[src/rtl/wave_mem_arbiter_if.sv]
// Bundle between voice requesters, the wave memory and wave_mem_arbiter.
// The arbiter uses the slave modport; the voice/memory side uses master.
interface wave_mem_arbiter_if #(
  parameter int NUM_REQ = 4,
  parameter int ADDR_W  = 16,
  parameter int DATA_W  = 8
);
  logic [NUM_REQ-1:0]        req;
  logic [NUM_REQ*ADDR_W-1:0] addr_a;
  logic [NUM_REQ*ADDR_W-1:0] addr_b;
  logic [NUM_REQ-1:0]        gnt;
  logic                      mem_en;
  logic [ADDR_W-1:0]         mem_addr_a;
  logic [ADDR_W-1:0]         mem_addr_b;
  logic [DATA_W-1:0]         mem_data_a;
  logic [DATA_W-1:0]         mem_data_b;
  logic [NUM_REQ-1:0]        rsp_valid;
  logic [DATA_W-1:0]         rsp_data_a;
  logic [DATA_W-1:0]         rsp_data_b;

  modport master (
    output req, addr_a, addr_b, mem_data_a, mem_data_b,
    input  gnt, mem_en, mem_addr_a, mem_addr_b, rsp_valid, rsp_data_a, rsp_data_b
  );

  modport slave (
    input  req, addr_a, addr_b, mem_data_a, mem_data_b,
    output gnt, mem_en, mem_addr_a, mem_addr_b, rsp_valid, rsp_data_a, rsp_data_b
  );
endinterface

[src/rtl/wave_mem_arbiter.sv]
// Round-robin share of one dual-port wave memory read path among NUM_REQ voices.
// Optional macro WAVE_ARB_FIXED_PRIO0_EN: requester 0 always wins and never moves the pointer.
module wave_mem_arbiter #(
  parameter int NUM_REQ = 4,
  parameter int ADDR_W  = 16,
  parameter int DATA_W  = 8,
  parameter int MEM_LAT = 1
) (
  input  logic              clk_i,
  input  logic              reset_i,
  wave_mem_arbiter_if.slave bus
);
  localparam int IDX_W = (NUM_REQ > 1) ? $clog2(NUM_REQ) : 1;
  localparam logic [NUM_REQ-1:0] ONE_HOT0 = {{(NUM_REQ-1){1'b0}}, 1'b1};
  localparam logic [IDX_W-1:0]   LAST_IDX = IDX_W'(NUM_REQ - 1);

  logic [IDX_W-1:0]   ptr_q;
  logic [IDX_W-1:0]   ptr_d;
  logic [NUM_REQ-1:0] gnt_q;
  logic [NUM_REQ-1:0] gnt_d;
  logic               mem_en_q;
  logic               mem_en_d;
  logic [ADDR_W-1:0]  mem_addr_a_q;
  logic [ADDR_W-1:0]  mem_addr_a_d;
  logic [ADDR_W-1:0]  mem_addr_b_q;
  logic [ADDR_W-1:0]  mem_addr_b_d;

  // Each tag stage is {valid, originating requester one-hot}.
  logic [MEM_LAT-1:0][NUM_REQ:0] tag_q;
  logic [MEM_LAT-1:0][NUM_REQ:0] tag_d;

  logic [NUM_REQ-1:0] rsp_valid_q;
  logic [NUM_REQ-1:0] rsp_valid_d;
  logic [DATA_W-1:0]  rsp_data_a_q;
  logic [DATA_W-1:0]  rsp_data_a_d;
  logic [DATA_W-1:0]  rsp_data_b_q;
  logic [DATA_W-1:0]  rsp_data_b_d;

  logic               rr_found_s;
  logic [IDX_W-1:0]   rr_idx_s;
  int                 rr_cand_s;
  logic [IDX_W-1:0]   rr_cand_idx_s;
  logic               rr_hit_s;
  logic               win_vld_s;
  logic [IDX_W-1:0]   win_idx_s;
  logic [ADDR_W-1:0]  sel_addr_a_s;
  logic [ADDR_W-1:0]  sel_addr_b_s;
  logic               tail_vld_s;
  logic [NUM_REQ-1:0] tail_oh_s;

  function automatic logic [IDX_W-1:0] next_ptr(input logic [IDX_W-1:0] idx);
    return (idx == LAST_IDX) ? {IDX_W{1'b0}} : idx + IDX_W'(1);
  endfunction

  // Round-robin search: first set req bit at or above the pointer, wrapping.
  always_comb begin
    rr_found_s    = 1'b0;
    rr_idx_s      = '0;
    rr_cand_s     = 0;
    rr_cand_idx_s = '0;
    rr_hit_s      = 1'b0;
    for (int i = 0; i < NUM_REQ; i++) begin
      rr_cand_s     = int'(ptr_q) + i;
      rr_cand_s     = (rr_cand_s >= NUM_REQ) ? rr_cand_s - NUM_REQ : rr_cand_s;
      rr_cand_idx_s = IDX_W'(rr_cand_s);
      rr_hit_s      = bus.req[rr_cand_idx_s] & ~rr_found_s;
      rr_idx_s      = rr_hit_s ? rr_cand_idx_s : rr_idx_s;
      rr_found_s    = rr_found_s | rr_hit_s;
    end
  end

  // Final winner and pointer advance.
  always_comb begin
    win_vld_s = rr_found_s;
    win_idx_s = rr_idx_s;
    ptr_d     = ptr_q;
`ifdef WAVE_ARB_FIXED_PRIO0_EN
    if (bus.req[0]) begin
      // The audio output voice bypasses the rotation entirely.
      win_vld_s = 1'b1;
      win_idx_s = '0;
      ptr_d     = ptr_q;
    end else if (rr_found_s) begin
      ptr_d = next_ptr(rr_idx_s);
    end else begin
      ptr_d = ptr_q;
    end
`else
    if (rr_found_s) begin
      ptr_d = next_ptr(rr_idx_s);
    end else begin
      ptr_d = ptr_q;
    end
`endif
  end

  // Address mux for the winning requester.
  always_comb begin
    sel_addr_a_s = '0;
    sel_addr_b_s = '0;
    for (int i = 0; i < NUM_REQ; i++) begin
      sel_addr_a_s = (win_idx_s == IDX_W'(i)) ? bus.addr_a[i*ADDR_W +: ADDR_W] : sel_addr_a_s;
      sel_addr_b_s = (win_idx_s == IDX_W'(i)) ? bus.addr_b[i*ADDR_W +: ADDR_W] : sel_addr_b_s;
    end
  end

  // Next-state for the issue side, tag pipeline and response side.
  always_comb begin
    gnt_d        = win_vld_s ? (ONE_HOT0 << win_idx_s) : {NUM_REQ{1'b0}};
    mem_en_d     = win_vld_s;
    mem_addr_a_d = win_vld_s ? sel_addr_a_s : mem_addr_a_q;
    mem_addr_b_d = win_vld_s ? sel_addr_b_s : mem_addr_b_q;

    tag_d    = tag_q;
    tag_d[0] = {mem_en_q, gnt_q};
    for (int s = 1; s < MEM_LAT; s++) begin
      tag_d[s] = tag_q[s-1];
    end

    tail_vld_s   = tag_q[MEM_LAT-1][NUM_REQ];
    tail_oh_s    = tag_q[MEM_LAT-1][NUM_REQ-1:0];
    rsp_valid_d  = tail_vld_s ? tail_oh_s : {NUM_REQ{1'b0}};
    rsp_data_a_d = tail_vld_s ? bus.mem_data_a : rsp_data_a_q;
    rsp_data_b_d = tail_vld_s ? bus.mem_data_b : rsp_data_b_q;
  end

  // Issue-side registers: pointer, grant and memory address ports.
  always_ff @(posedge clk_i) begin
    if (reset_i) begin
      ptr_q        <= '0;
      gnt_q        <= '0;
      mem_en_q     <= 1'b0;
      mem_addr_a_q <= '0;
      mem_addr_b_q <= '0;
    end else begin
      ptr_q        <= ptr_d;
      gnt_q        <= gnt_d;
      mem_en_q     <= mem_en_d;
      mem_addr_a_q <= mem_addr_a_d;
      mem_addr_b_q <= mem_addr_b_d;
    end
  end

  // Tag pipeline riding alongside the memory latency; reset drops in-flight reads.
  always_ff @(posedge clk_i) begin
    if (reset_i) begin
      tag_q <= '0;
    end else begin
      tag_q <= tag_d;
    end
  end

  // Response registers: strobe to the originator, data held between responses.
  always_ff @(posedge clk_i) begin
    if (reset_i) begin
      rsp_valid_q  <= '0;
      rsp_data_a_q <= '0;
      rsp_data_b_q <= '0;
    end else begin
      rsp_valid_q  <= rsp_valid_d;
      rsp_data_a_q <= rsp_data_a_d;
      rsp_data_b_q <= rsp_data_b_d;
    end
  end

  assign bus.gnt        = gnt_q;
  assign bus.mem_en     = mem_en_q;
  assign bus.mem_addr_a = mem_addr_a_q;
  assign bus.mem_addr_b = mem_addr_b_q;
  assign bus.rsp_valid  = rsp_valid_q;
  assign bus.rsp_data_a = rsp_data_a_q;
  assign bus.rsp_data_b = rsp_data_b_q;
endmodule
[src/flat_wrapper.sv]
// flat-port wrapper written by rule: the top's interface ports become plain ports
module wave_mem_arbiter_flat 
#(
  parameter int NUM_REQ = 4,
  parameter int ADDR_W  = 16,
  parameter int DATA_W  = 8,
  parameter int MEM_LAT = 1
)
  (clk_i, reset_i, bus_req, bus_addr_a, bus_addr_b, bus_mem_data_a, bus_mem_data_b, bus_gnt, bus_mem_en, bus_mem_addr_a, bus_mem_addr_b, bus_rsp_valid, bus_rsp_data_a, bus_rsp_data_b);
  wave_mem_arbiter_if #(.NUM_REQ(NUM_REQ), .ADDR_W(ADDR_W), .DATA_W(DATA_W)) bus_i ();
  input  logic clk_i;
  input  logic reset_i;
  input wire logic [$bits(bus_i.req)-1:0] bus_req;
  input wire logic [$bits(bus_i.addr_a)-1:0] bus_addr_a;
  input wire logic [$bits(bus_i.addr_b)-1:0] bus_addr_b;
  input wire logic [$bits(bus_i.mem_data_a)-1:0] bus_mem_data_a;
  input wire logic [$bits(bus_i.mem_data_b)-1:0] bus_mem_data_b;
  output wire logic [$bits(bus_i.gnt)-1:0] bus_gnt;
  output wire logic [$bits(bus_i.mem_en)-1:0] bus_mem_en;
  output wire logic [$bits(bus_i.mem_addr_a)-1:0] bus_mem_addr_a;
  output wire logic [$bits(bus_i.mem_addr_b)-1:0] bus_mem_addr_b;
  output wire logic [$bits(bus_i.rsp_valid)-1:0] bus_rsp_valid;
  output wire logic [$bits(bus_i.rsp_data_a)-1:0] bus_rsp_data_a;
  output wire logic [$bits(bus_i.rsp_data_b)-1:0] bus_rsp_data_b;
  assign bus_i.req = bus_req;
  assign bus_i.addr_a = bus_addr_a;
  assign bus_i.addr_b = bus_addr_b;
  assign bus_i.mem_data_a = bus_mem_data_a;
  assign bus_i.mem_data_b = bus_mem_data_b;
  assign bus_gnt = bus_i.gnt;
  assign bus_mem_en = bus_i.mem_en;
  assign bus_mem_addr_a = bus_i.mem_addr_a;
  assign bus_mem_addr_b = bus_i.mem_addr_b;
  assign bus_rsp_valid = bus_i.rsp_valid;
  assign bus_rsp_data_a = bus_i.rsp_data_a;
  assign bus_rsp_data_b = bus_i.rsp_data_b;
  wave_mem_arbiter #(.NUM_REQ(NUM_REQ), .ADDR_W(ADDR_W), .DATA_W(DATA_W), .MEM_LAT(MEM_LAT)) u_core (.clk_i(clk_i), .reset_i(reset_i), .bus(bus_i));
endmodule
[config.mk]
export PLATFORM = sky130hd
export DESIGN_NAME = wave_mem_arbiter_flat
export DESIGN_NICKNAME = d
export VERILOG_FILES = /design/src/rtl/wave_mem_arbiter_if.sv /design/src/rtl/wave_mem_arbiter.sv /design/src/flat_wrapper.sv
export SDC_FILE = /design/constraint.sdc
export NUM_CORES = 1
export LEC_CHECK = 0
export BUFFER_PORTS_ARGS = -buffer_cell sky130_fd_sc_hd__buf_2
export CAP_MARGIN = 20
export CORE_ASPECT_RATIO = 0.8
export CORE_MARGIN = 4
export CORE_UTILIZATION = 30
export DETAILED_ROUTE_END_ITERATION = 12
export SKIP_CTS_REPAIR_TIMING = 1
export SLEW_MARGIN = 20
export SYNTH_ARGS = -nofsm -noshare
export SYNTH_HDL_FRONTEND = slang
export SYNTH_SLANG_ARGS = --single-unit
[constraint.sdc]
create_clock -name clk_i -period 3.2 [get_ports clk_i]
set_input_delay 0.16 -clock clk_i [delete_from_list [all_inputs] [get_ports clk_i]]
set_output_delay 0.16 -clock clk_i [all_outputs]
set_load 0.1 [all_outputs]
==> flow_metrics.env, run 1 <==
export IMPL_outcome="finished, final reports clean"
export IMPL_gp_congestion=0.781
export IMPL_ant_nets=0
export IMPL_criticalPathCategory="reg2reg"
export IMPL_netlist_instances=400
export IMPL_start_kind="flip-flop"
export IMPL_viasPerCell=4.90
export IMPL_wl_met3_um=760
export IMPL_cts_buffer_depth=2
export IMPL_highest_signal_layer="met4"
export IMPL_drv_cap=0
export IMPL_hold_path_class="in2reg"
export IMPL_clock_skew_ns=0.00625
export IMPL_power_uw=3790
export IMPL_worst_pin_slew_ns=0.969
export IMPL_rrSetupSlack_ns=0.38
export IMPL_wl_per_cell_um=15.1
export IMPL_required_ns=3.44
export IMPL_final_setup_tns_ns=0
export IMPL_met2WireLength_um=5360
export IMPL_grt_usage_pct=15.7
export IMPL_synth_edf_count=0
export IMPL_yosys_area_top_type="dfxtp_1"
export IMPL_final_common_cell="buf_2"
export IMPL_wirelength_um=11200
export IMPL_slew_headroom_pct=35.4
export IMPL_layout_common_cells="206 x buf_2, 64 x dfxtp_1, 36 x a21oi_1"
export IMPL_finalWorstPathRequiredPeriod_ns=2.82
export IMPL_vias=3629
export IMPL_clk_latency_ns=0.32
export IMPL_drc=0
export IMPL_worstSetupEndpointType="flip-flop"
export IMPL_synth_warnings=0
export IMPL_wl_met1_um=4990
export IMPL_grt_max_degree=65
export IMPL_synth_area_leaders="dfxtp_1 35%, a221oi_1 7.7%, nor3_2 7.4%"
export IMPL_die_h_um=107
export IMPL_grt_pass1_vias=3660
export IMPL_setup_viol=0
export IMPL_min_period_over_period_pct=88.3
export IMPL_design_die_area_um2=14000
export IMPL_arrival_ns=3.07
export IMPL_drive_gt1_share_pct=49.7
export IMPL_htreeDepth=3
export IMPL_initial_core_util_pct=31.2
export IMPL_synthFlopType="dfxtp_1"
export IMPL_cts_tree="yes"
export IMPL_ys_seq_area_share_pct=35.2
export IMPL_ir_worst_vdd_mv=0.363
export IMPL_ys_ff_latch=64
export IMPL_hold_viol_final=0
export IMPL_portBuffers=206
export IMPL_async_reset_ff_share_pct=0
export IMPL_num_antenna_cells=0
export IMPL_synth_top_cell_area_share_pct=35.2
export IMPL_grt_pass1_wl_um=17900
export IMPL_overflow=0
export IMPL_yosysUniqueCellTypes=31
export IMPL_nFillCells=1180
export IMPL_die_w_um=131
export IMPL_place_hpwl_um=8350
export IMPL_nets=741
export IMPL_core_um2=11700
export IMPL_syn_area_um2=3640
export IMPL_antenna_found_initial=0
export IMPL_path_clk_slew_ns=0.06
export IMPL_syn_mean_instance_area_um2=9.11
export IMPL_cts_made_buffers=9
export IMPL_max_freq_mhz=354
export IMPL_crit_fanout=18
export IMPL_rsz0062_at_grt="no"
export IMPL_root_buffer="clkbuf_16"
export IMPL_powerDensity_nw_per_um2=756
export IMPL_drt_iter0_drc=117
export IMPL_rows=35
export IMPL_io_pins=207
export IMPL_syn_to_final_growth_pct=37.5
export IMPL_syn_nets=554
export IMPL_maxSlewViolCount=0
export IMPL_p_leak_uw=0.00230
export IMPL_cts_sinks=64
export IMPL_dr_pass1_iters=4
-- area by class of cell --
type | instances | area, µm² | area share, %
clock buffers | 10 | 239 | 4.77
clock inverters | 6 | 67.6 | 1.35
multi-input cells | 262 | 2000 | 40.0
well taps | 148 | 185 | 3.70
inverters | 35 | 131 | 2.62
repair buffers | 215 | 1100 | 21.9
flip-flops and latches | 64 | 1280 | 25.6
-- path summary, 6_finish.rpt --
kind	startpoint	endpoint	cells past startpoint
worst max register to register	u_core.ptr_q[1]	u_core.bus.mem_addr_a[1]	10
worst min register to register	u_core.tag_q[2]	u_core.bus.rsp_valid[2]	1
worst max-delay path	u_core.ptr_q[1]	u_core.bus.mem_addr_a[1]	10
worst min-delay path	bus_mem_data_a[2]	u_core.bus.rsp_data_a[2]	3
-- where the power goes --
group | switching (µW) | internal, µW | total (µW)
logic | 1310 | 473 | 1780
registers | 98.3 | 918 | 1020
clock network | 362 | 626 | 988
total | 1770 | 2020 | 3790
-- per-layer routing --
layer	up-vias	GRT usage (%)
met5	-	0
met4	0	3.75
met3	8	5.30
met2	143	26.9
met1	1661	19.0
li1	1817	-
-- per-stage QoR --
stage                     cell area (µm²)  setup WS, ns  cells  hold slack [ns]  util [%]
after floorplan                      3640         0.954    400            0.248         -
after global placement               4680         0.462    724            0.393      40.1
after detailed placement             4680         0.312    724            0.410      40.1
after CTS                            4990         0.289    740           0.0579      42.7
after global routing                 5010         0.132    740           0.0677      42.8
final                                5010         0.376    740           0.0735      42.8
-- worst max-delay path, cell delays in order (launching register included) --
cell and delay (ns):
dfxtp_1 0.42, a21oi_1 0.09, o21a_1 0.17, o22a_1 0.28, inv_1 0.15, ha_1 0.66
buf_4 0.35, nand3b_1 0.10, a221oi_1 0.24, a211oi_1 0.08, nor3_1 0.19
-- cell usage after synthesis (2+ instances only) --
cell	number
mux2i_1	17
ha_1	4
nor3_2	27
nor2_2	13
buf_6	5
nor2_4	17
a211oi_1	32
clkbuf_1	10
buf_1	4
nor4_1	3
nand2b_1	2
inv_1	35
a21oi_1	36
a221oi_1	32
dfxtp_1	64
and3_1	2
and2_1	4
buf_12	2
nand2_1	3
nor2_1	22
buf_2	14
buf_4	2
nor3_1	6
nand3b_1	32
nor2b_1	6
-- registers in the layout (all words and copies together), names as in the netlist --
register / cells
u_core.bus.mem_addr_a: 16
u_core.bus.mem_addr_b: 16
u_core.bus.rsp_data_a: 8
u_core.bus.rsp_data_b: 8
u_core.tag_q: 5
u_core.bus.gnt: 4
u_core.bus.rsp_valid: 4
u_core.ptr_q: 2
u_core.bus.mem_en: 1
-- cells by family after synthesis --
kind of cell | after synthesis | share of synthesized area [%]
and+or+nand+nor | 139 | 28.6
AOI/OAI and AO/OA | 102 | 19.7
buffers and inverters | 74 | 10.5
DFF | 64 | 35.2
muxes | 17 | 4.67
adders and majority gates | 4 | 1.37
Note: power is estimated with default switching activity, not from simulation.
==> run 2, diff against run 1 <==
==> constraint.sdc (replaced) <==
create_clock -name clk_i -period 3.6 [get_ports clk_i]
set_input_delay 0.18 -clock clk_i [delete_from_list [all_inputs] [get_ports clk_i]]
set_output_delay 0.18 -clock clk_i [all_outputs]
set_load 0.1 [all_outputs]
==> run 2 against run 1 <==
Net effect:
- register-to-register slack improved by 0.23 ns
- total power decreased by 13%
- worst hold slack improved by 0.012 ns
- combinational power decreased by 11%
- clock power decreased by 17%
- critical path type unchanged
- highest routed layer unchanged
==> flow_metrics.env, run 2 (synthesis results as in run 1) <==
export IMPL_outcome="finished, final reports clean"
export IMPL_vias=3642
export IMPL_portBuffers=206
export IMPL_reg2reg_depth=9
export IMPL_cts_buffer_depth=2
export IMPL_htreeDepth=3
export IMPL_criticalPathCategory="reg2reg"
export IMPL_ir_worst_vdd_mv=0.280
export IMPL_rows=35
export IMPL_final_setup_tns_ns=0
export IMPL_arrival_ns=3.24
export IMPL_die_h_um=107
export IMPL_setup_ws_ns=0.609
export IMPL_pre_cts_slack_ns=0.602
export IMPL_antenna_found_initial=0
export IMPL_root_buffer="clkbuf_16"
export IMPL_syn_to_final_growth_pct=36.4
export IMPL_io_pins=207
export IMPL_num_antenna_cells=0
export IMPL_design_die_area_um2=14000
export IMPL_grt_usage_pct=16.2
export IMPL_max_stage_delay_ns=0.51
export IMPL_hold_viol_final=0
export IMPL_max_freq_mhz=334
export IMPL_maxSlewViolCount=0
export IMPL_grt_max_degree=65
export IMPL_place_hpwl_um=8450
export IMPL_p_leak_uw=0.00227
export IMPL_path_clk_slew_ns=0.06
export IMPL_gp_congestion=0.785
export IMPL_grt_pass1_wl_um=18400
export IMPL_drc=0
export IMPL_slew_headroom_pct=35.9
export IMPL_initial_core_util_pct=31.2
export IMPL_hold_path_class="in2reg"
export IMPL_min_period_over_period_pct=83.1
export IMPL_rsz0062_at_grt="no"
export IMPL_clk_latency_ns=0.33
export IMPL_cts_tree="yes"
export IMPL_core_um2=11700
export IMPL_setup_viol=0
export IMPL_clock_skew_ns=0.00689
export IMPL_path_cells="mux2i_1, nor2_1, nor4_1, ha_2, buf_4, a21oi_1, a221oi_1, a211oi_1, nor3_1"
export IMPL_path_buf_inv=1
export IMPL_wl_per_cell_um=15.6
export IMPL_cts_made_buffers=9
export IMPL_cpMaxStageDelayCell="nor4_1"
export IMPL_worst_pin_slew_ns=0.962
export IMPL_final_common_cell="buf_2"
export IMPL_required_ns=3.85
export IMPL_nets=738
export IMPL_finalWorstPathRequiredPeriod_ns=2.99
export IMPL_worstSetupEndpointType="flip-flop"
export IMPL_crit_fanout=52
export IMPL_dr_pass1_iters=4
export IMPL_layout_common_cells="206 x buf_2, 64 x dfxtp_1, 36 x a21oi_1"
export IMPL_wirelength_um=11500
export IMPL_die_w_um=131
export IMPL_grt_pass1_vias=3748
export IMPL_start_kind="flip-flop"
export IMPL_placed_cell_area_um2=4670
export IMPL_cpLargestDelayFamily="simple AND/OR/NAND/NOR gates"
export IMPL_drive_gt1_share_pct=49.2
export IMPL_ant_nets=0
export IMPL_nFillCells=1208
export IMPL_final_cell_area_um2=4970
export IMPL_viasPerCell=4.94
export IMPL_overflow=0
export IMPL_drt_iter0_drc=109
export IMPL_crit_cells=9
export IMPL_cts_sinks=64
export IMPL_powerDensity_nw_per_um2=665
export IMPL_whs_path_depth=3
export IMPL_drv_cap=0
run 2: cell count changes in the layout (fill, tap and decap cells not counted), sizes merged:
cell      change
buf           -3
bufinv        -1
clkinv        -1
clkinvlp      +2
run 2: power breakdown:
part,switching [µW],leakage (µW),total [µW],internal [µW]
combinational,1160,0.00162,1580,422
sequential,89.8,0.000527,906,816
clock,332,0.000127,817,485
run 2: per-stage QoR:
| step | hold WS, ns | total power, µW | utilization (%) | cells |
|---|---|---|---|---|
| floorplan | 0.268 | 2200 | - | 400 |
| global placement | 0.413 | 2480 | 40.0 | 721 |
| detailed placement | 0.419 | 2510 | 40.0 | 721 |
| CTS | 0.0764 | 3340 | 42.4 | 737 |
| global route | 0.0792 | 3490 | 42.5 | 737 |
| finish | 0.0852 | 3300 | 42.5 | 737 |
run 2: layout make-up:
class	count	area [µm²]	area share, %
Multi-Input combinational cell	262	2000	40.2
Sequential cell	64	1280	25.8
Timing Repair Buffer	212	1090	21.9
Clock buffer	10	239	4.81
Tap cell	148	185	3.73
Inverter	35	131	2.64
Clock inverter	6	43.8	0.882
run 2: worst reg2reg max path: stages, from the launching register on:
cell      delay (ns)
dfxtp_1         0.43
mux2i_1         0.21
nor2_1          0.07
nor4_1          0.51
ha_2            0.44
buf_4           0.46
a21oi_1         0.15
a221oi_1        0.39
a211oi_1        0.08
nor3_1          0.17
run 2: metal layers:
layer	track usage, %	vias up	part of all wire [%]
met5	0	-	0
met4	4.35	0	1.1
met3	4.97	11	6.3
met2	28.1	124	48
met1	19.6	1704	45
li1	-	1803	-
run 2: final timing paths:
path                                        start                       end  slack, ns
worst min-delay path            bus_mem_data_b[0]  u_core.bus.rsp_data_b[0]       0.09
worst min register to register    u_core.tag_q[3]   u_core.bus.rsp_valid[3]       0.43
worst max-delay path              u_core.ptr_q[1]  u_core.bus.mem_addr_a[0]       0.61
worst max register to register    u_core.ptr_q[1]  u_core.bus.mem_addr_a[0]       0.61
